**src/rtl/chan_req_ctrl.sv**
```systemverilog
// Per-port channel requester: store-and-forward packet buffer, request/grant
// handshake with refusal backoff, and streaming of the granted packet.
module chan_req_ctrl #(
  parameter int DW      = 16,
  parameter int DEPTH   = 64,
  parameter int BACKOFF = 4
) (
  input  logic          i_clk,
  input  logic          i_rst_n,
  input  logic          i_pkt_vld,
  input  logic [DW-1:0] i_pkt_data,
  input  logic          i_pkt_eop,
  output logic          o_pkt_rdy,
  output logic          o_chann_req,
  input  logic          i_chan_resp,
  input  logic          i_chan_nresp,
  output logic [DW-1:0] o_data,
  output logic          o_data_vld,
  output logic          o_end,
  output logic          o_err
);
  localparam int AW = $clog2(DEPTH);
  localparam int BW = $clog2(BACKOFF + 1);

  typedef struct packed {
    logic          eop;
    logic [DW-1:0] data;
  } ent_t;

  typedef enum logic [1:0] {IDLE, REQ, BKOFF, XFER} state_t;

  ent_t          mem [DEPTH];
  ent_t          rd_ent;
  logic [AW:0]   wr_ptr, rd_ptr, pkt_cnt;
  logic          full, wr_en, rd_en;
  state_t        state;
  logic [BW-1:0] bo_cnt;

  assign full      = (wr_ptr[AW] != rd_ptr[AW]) && (wr_ptr[AW-1:0] == rd_ptr[AW-1:0]);
  assign o_pkt_rdy = ~full;
  assign wr_en     = i_pkt_vld & ~full;
  assign rd_ent    = mem[rd_ptr[AW-1:0]];
  // First word leaves on the grant edge; XFER keeps reading until the eop word is on the bus.
  assign rd_en     = ((state == REQ) && i_chan_resp) || ((state == XFER) && !o_end);

  always_ff @(posedge i_clk) begin
    if (wr_en) mem[wr_ptr[AW-1:0]] <= {i_pkt_eop, i_pkt_data};
  end

  always_ff @(posedge i_clk or negedge i_rst_n) begin
    if (!i_rst_n) begin
      wr_ptr  <= '0;
      rd_ptr  <= '0;
      pkt_cnt <= '0;
    end else begin
      if (wr_en) wr_ptr <= wr_ptr + 1'b1;
      if (rd_en) rd_ptr <= rd_ptr + 1'b1;
      case ({wr_en & i_pkt_eop, rd_en & rd_ent.eop})
        2'b10:   pkt_cnt <= pkt_cnt + 1'b1;
        2'b01:   pkt_cnt <= pkt_cnt - 1'b1;
        default: ;
      endcase
    end
  end

  always_ff @(posedge i_clk or negedge i_rst_n) begin
    if (!i_rst_n) begin
      state       <= IDLE;
      bo_cnt      <= '0;
      o_chann_req <= 1'b0;
      o_data      <= '0;
      o_data_vld  <= 1'b0;
      o_end       <= 1'b0;
      o_err       <= 1'b0;
    end else begin
      o_data_vld <= 1'b0;
      o_end      <= 1'b0;
      // Full buffer with no complete packet can never drain: oversized packet.
      o_err      <= o_err | (full && (pkt_cnt == '0));
      case (state)
        IDLE: begin
          if ((pkt_cnt != '0) && !o_err) begin
            state       <= REQ;
            o_chann_req <= 1'b1;
          end
        end
        REQ: begin
          if (i_chan_resp) begin
            state       <= XFER;
            o_chann_req <= 1'b0;
            o_data      <= rd_ent.data;
            o_data_vld  <= 1'b1;
            o_end       <= rd_ent.eop;
          end else if (i_chan_nresp) begin
            state       <= BKOFF;
            o_chann_req <= 1'b0;
            bo_cnt      <= BW'(BACKOFF - 1);
          end
        end
        BKOFF: begin
          if (bo_cnt == '0) begin
            state       <= REQ;
            o_chann_req <= 1'b1;
          end else begin
            bo_cnt <= bo_cnt - 1'b1;
          end
        end
        XFER: begin
          // The eop word is on the bus now; IDLE next gives the gap before any new request.
          if (o_end) begin
            state <= IDLE;
          end else begin
            o_data     <= rd_ent.data;
            o_data_vld <= 1'b1;
            o_end      <= rd_ent.eop;
          end
        end
        default: state <= IDLE;
      endcase
    end
  end
endmodule

```
**config.mk**
```make
export PLATFORM = sky130hd
export DESIGN_NAME = chan_req_ctrl
export DESIGN_NICKNAME = d
export VERILOG_FILES = /design/src/rtl/chan_req_ctrl.sv
export SDC_FILE = /design/constraint.sdc
export NUM_CORES = 1
export LEC_CHECK = 0
export ABC_AREA = 0
export ABC_CLOCK_PERIOD_IN_PS = 7390
export CORE_ASPECT_RATIO = 0.75
export CORE_UTILIZATION = 65
export CTS_BUF_LIST = sky130_fd_sc_hd__clkbuf_8 sky130_fd_sc_hd__clkbuf_16
export DETAILED_ROUTE_END_ITERATION = 6
export GPL_TIMING_DRIVEN = 0
export PLACE_DENSITY = 0.94
export SLEW_MARGIN = 20
export SYNTH_ARGS = -nofsm -noshare
export SYNTH_HDL_FRONTEND = slang
export SYNTH_SLANG_ARGS = --single-unit
```
**constraint.sdc**
```tcl
create_clock -name i_clk -period 7.39 [get_ports i_clk]
set_input_delay 0.739 -clock i_clk [delete_from_list [all_inputs] [get_ports i_clk]]
set_output_delay 0.739 -clock i_clk [all_outputs]
set_load 0.05 [all_outputs]
```
==> reports/qor.yml <==
status: "finished, final reports clean"
synth_top_family_by_area: "multiplexers"
critical_path_class: "reg -> reg"
rows: 82
synthToLayoutAreaGrowth_pct: 13.05
yosys-top-cells-count: "edfxtp_1 (1088), mux4_2 (204), nor2_1 (112)"
die_area_sq_mm: 0.06919
fin_hold_ws_ns: 0.1131
hold_viol: 0
synth-simple-area-share: 0.03105
cts_resized: 0
drive_gt1_frac: 0.2608
viasPerCell: 7.467
routedWlPerCell_um: 39.92
p_sw_mw: 7.002
io_buffer_count: 42
synthAdderAreaFrac: 0.001978
maxSlewHeadroom: 0.2347
synth_area_sq_mm: 0.04428
crit_slowest_cell: "a22oi_1"
ant_nets: 0
avgSynthCellArea_sq_um: 20.23
yosys.area.top_type: "edfxtp_1"
synth_edf_count: 1088
drc: 0
synthArstFlopShare: 0.04056
antenna_found_initial: 10
place_congestion: 1.034
slew_violations: 0
synth_ff_type: "edfxtp_1"
path_delay_family: "buffers and inverters"
cp-end-kind: "register"
core_region_area_sq_mm: 0.06710
syn-num-nets: 2218
cts_tree: "yes"
grt_max_degree: 66
yosysMostFrequentCell: "edfxtp_1"
power_frac_seq: 0.388
worst_pin_slew_ns: 1.148
synth_seq_cells: 1134
initial_core_util: 0.6600
worstPathArrival_ns: 6.17
synth_top_cell_area_share: 0.7378
yosys.area_share.xor_xnor: 0.005538
worstSetupStartpointType: "register"
crit_buf_inv: 5
synthMuxAreaShare: 0.1424
ys_types: 67
cp_max_fo: 10
ios: 43
grtUsageTotal: 0.3958
synth_area_leaders: "edfxtp_1 (74%), mux4_2 (10%), dfrtp_1 (2.6%)"
die_w_um: 303.4
via_count: 25080
intPower_mw: 12.57
ys_seq_area_frac: 0.7638
fp.dieH_um: 228.0
path_cells: "buf_2 > buf_4 > buf_2 > buf_2 > mux4_2 > a22oi_1 > nand2_1 > nand2_1 > a31oi_1 > ha_1 > clkbuf_1 > xor2_1 > ha_1 > nand3b_1 > a21boi_0 > o2111ai_1 > a31oi_1 > xor2_1"
leakage_nw: 16.11
ir_drop_mv: 0.3432
p_clk_frac: 0.268
cts_max_path_buffers: 3
cts-root-buf: "clkbuf_16"
combPwrFrac: 0.345
clock_skew_ns: 0.03008
worstSkewPairLatency_ns: 0.68
fin_nets: 2420
grt_overflow: 0
first_global_vias: 24360
hpwl_um: 86150
synth_compound_area_frac: 0.03860
sw_frac_of_total: 0.3578
drtPass1Iterations: 7
min_period_ns: 5.578
drt_wl_total_um: 134100
critPathMaxStageDelay_ns: 0.57
grt_pass1_wl_um: 184800
post-cts-setup-buffer-count: 0
fmax_ghz: 0.1793
syn_inst: 2189
finalSetupViolations: 0
drt-initial-drc-count: 4927
yosysWarningCount: 0
power_density_mw_per_mm2: 390.8
fin_crit_sh: 0.7548
ctsHoldBuffers: 0
hp-class: "in -> async"
clock_sinks: 1134
worst_ep_required_time_ns: 7.99
path_clk_slew_ns: 0.07
worst_path_most_repeated_cell: "buf_2"
cts-buffers-inserted: 99
fin_tns_setup_ns: 0
maxCapViolCount: 0
htreeDepth: 3
rsz0062_at_grt: "no"
==> placed cells by master (no fill, tap or decap), drive strengths merged, types with 9 or more instances in the layout <==
cell type      instances
nand3                 20
mux4                 208
inv                   30
nor2                 112
a211oi                27
buf                  161
o211ai                16
nor3                  14
o221ai                 9
xnor2                 20
nand2b                13
nor4                   9
a221oi                22
o22ai                 28
nor2b                 25
mux2i                 84
clkbuf               149
a21oi                 18
clkdlybuf4s50         24
dfrtp                 46
mux2                  68
a22oi                 17
clkinv                48
o21ai                 18
a31oi                 25
bufinv                12
edfxtp              1088
nand2                 59
==> power by group through the flow <==
stage	Clock (mW)	Sequential, mW	Combinational [mW]
final	5.24	7.59	6.74
after global routing	5.46	7.59	6.78
after CTS	5.22	7.57	6.43
after detailed placement	0	7.70	6.32
after global placement	0	7.70	6.08
after floorplan	0	7.77	3.58
==> metal layers <==
metal  share of wire  global-route usage
met3            0.18              0.1743
met2            0.44              0.5559
met4           0.046              0.1569
met1            0.34              0.5501
met5         0.00032                   0
==> final cells by class <==
cell class | count | area [sq um]
plain buffers | 130 | 698.2
inverters | 11 | 41.29
clock buffers | 103 | 2577
diodes | 4 | 10.01
multi-input cells | 914 | 9971
flip-flops and latches | 1134 | 33820
fillers | 3594 | 17040
clock inverters | 80 | 655.6
well taps | 882 | 1104
repair buffers | 101 | 1185
==> final timing paths <==
check	slack, ns	to	depth (start not counted)	start
min	0.11	bo_cnt[0]$_DFFE_PN0P_	1	i_rst_n
min in group i_clk	0.48	pkt_cnt[6]$_DFFE_PN0P_	1	pkt_cnt[6]$_DFFE_PN0P_
max reg2reg	1.81	pkt_cnt[6]$_DFFE_PN0P_	18	rd_ptr[1]$_DFFE_PN0P_
max in group asynchronous	6.77	wr_ptr[0]$_DFFE_PN0P_	1	i_rst_n
min reg2reg	0.48	pkt_cnt[6]$_DFFE_PN0P_	1	pkt_cnt[6]$_DFFE_PN0P_
max	1.81	pkt_cnt[6]$_DFFE_PN0P_	18	rd_ptr[1]$_DFFE_PN0P_
==> stage by stage <==
step | instances | util | cell area, sq um | power (mW) | worst slack, ns
final | 3359 | 0.7461 | 50060 | 19.57 | 1.812
after global routing | 3355 | 0.7460 | 50050 | 19.83 | 1.712
after CTS | 3355 | 0.7459 | 50050 | 19.22 | 2.108
after detailed placement | 3172 | 0.6977 | 46810 | 14.01 | 2.160
after global placement | 3113 | 0.6827 | 45810 | 13.78 | 1.853
after floorplan | 2189 | - | 44280 | 11.35 | 3.774
==> worst reg2reg max path, stage by stage, from the launching register on <==
cell and delay [ns]:
dfrtp_1 0.34, buf_2 0.26, buf_4 0.30, buf_2 0.46, buf_2 0.57, mux4_2 0.40
a22oi_1 0.57, nand2_1 0.12, nand2_1 0.13, a31oi_1 0.28, ha_1 0.34, clkbuf_1 0.24
xor2_1 0.21, ha_1 0.28, nand3b_1 0.12, a21boi_0 0.32, o2111ai_1 0.19, a31oi_1 0.20
xor2_1 0.15
==> state kept, by name (all words and copies together) (netlist names) <==
name / cells
o_end: 1
o_data: 16
o_chann_req: 1
o_data_vld: 1
state: 2
mem: 1088
bo_cnt: 3
pkt_cnt: 7
wr_ptr: 7
rd_ptr: 7
o_err: 1
==> kinds of logic (layout without fill, tap and decap cells) <==
group | count (synthesis) | count (layout)
buffers and inverters | 141 | 425
other | 0 | 4
and+or+nand+nor | 288 | 288
muxes | 360 | 360
AOI/OAI and AO/OA | 231 | 231
xor gates and xnor gates | 28 | 28
DFF | 1134 | 1134
adders and majority gates | 7 | 7
(Power assumes the default switching activity.)
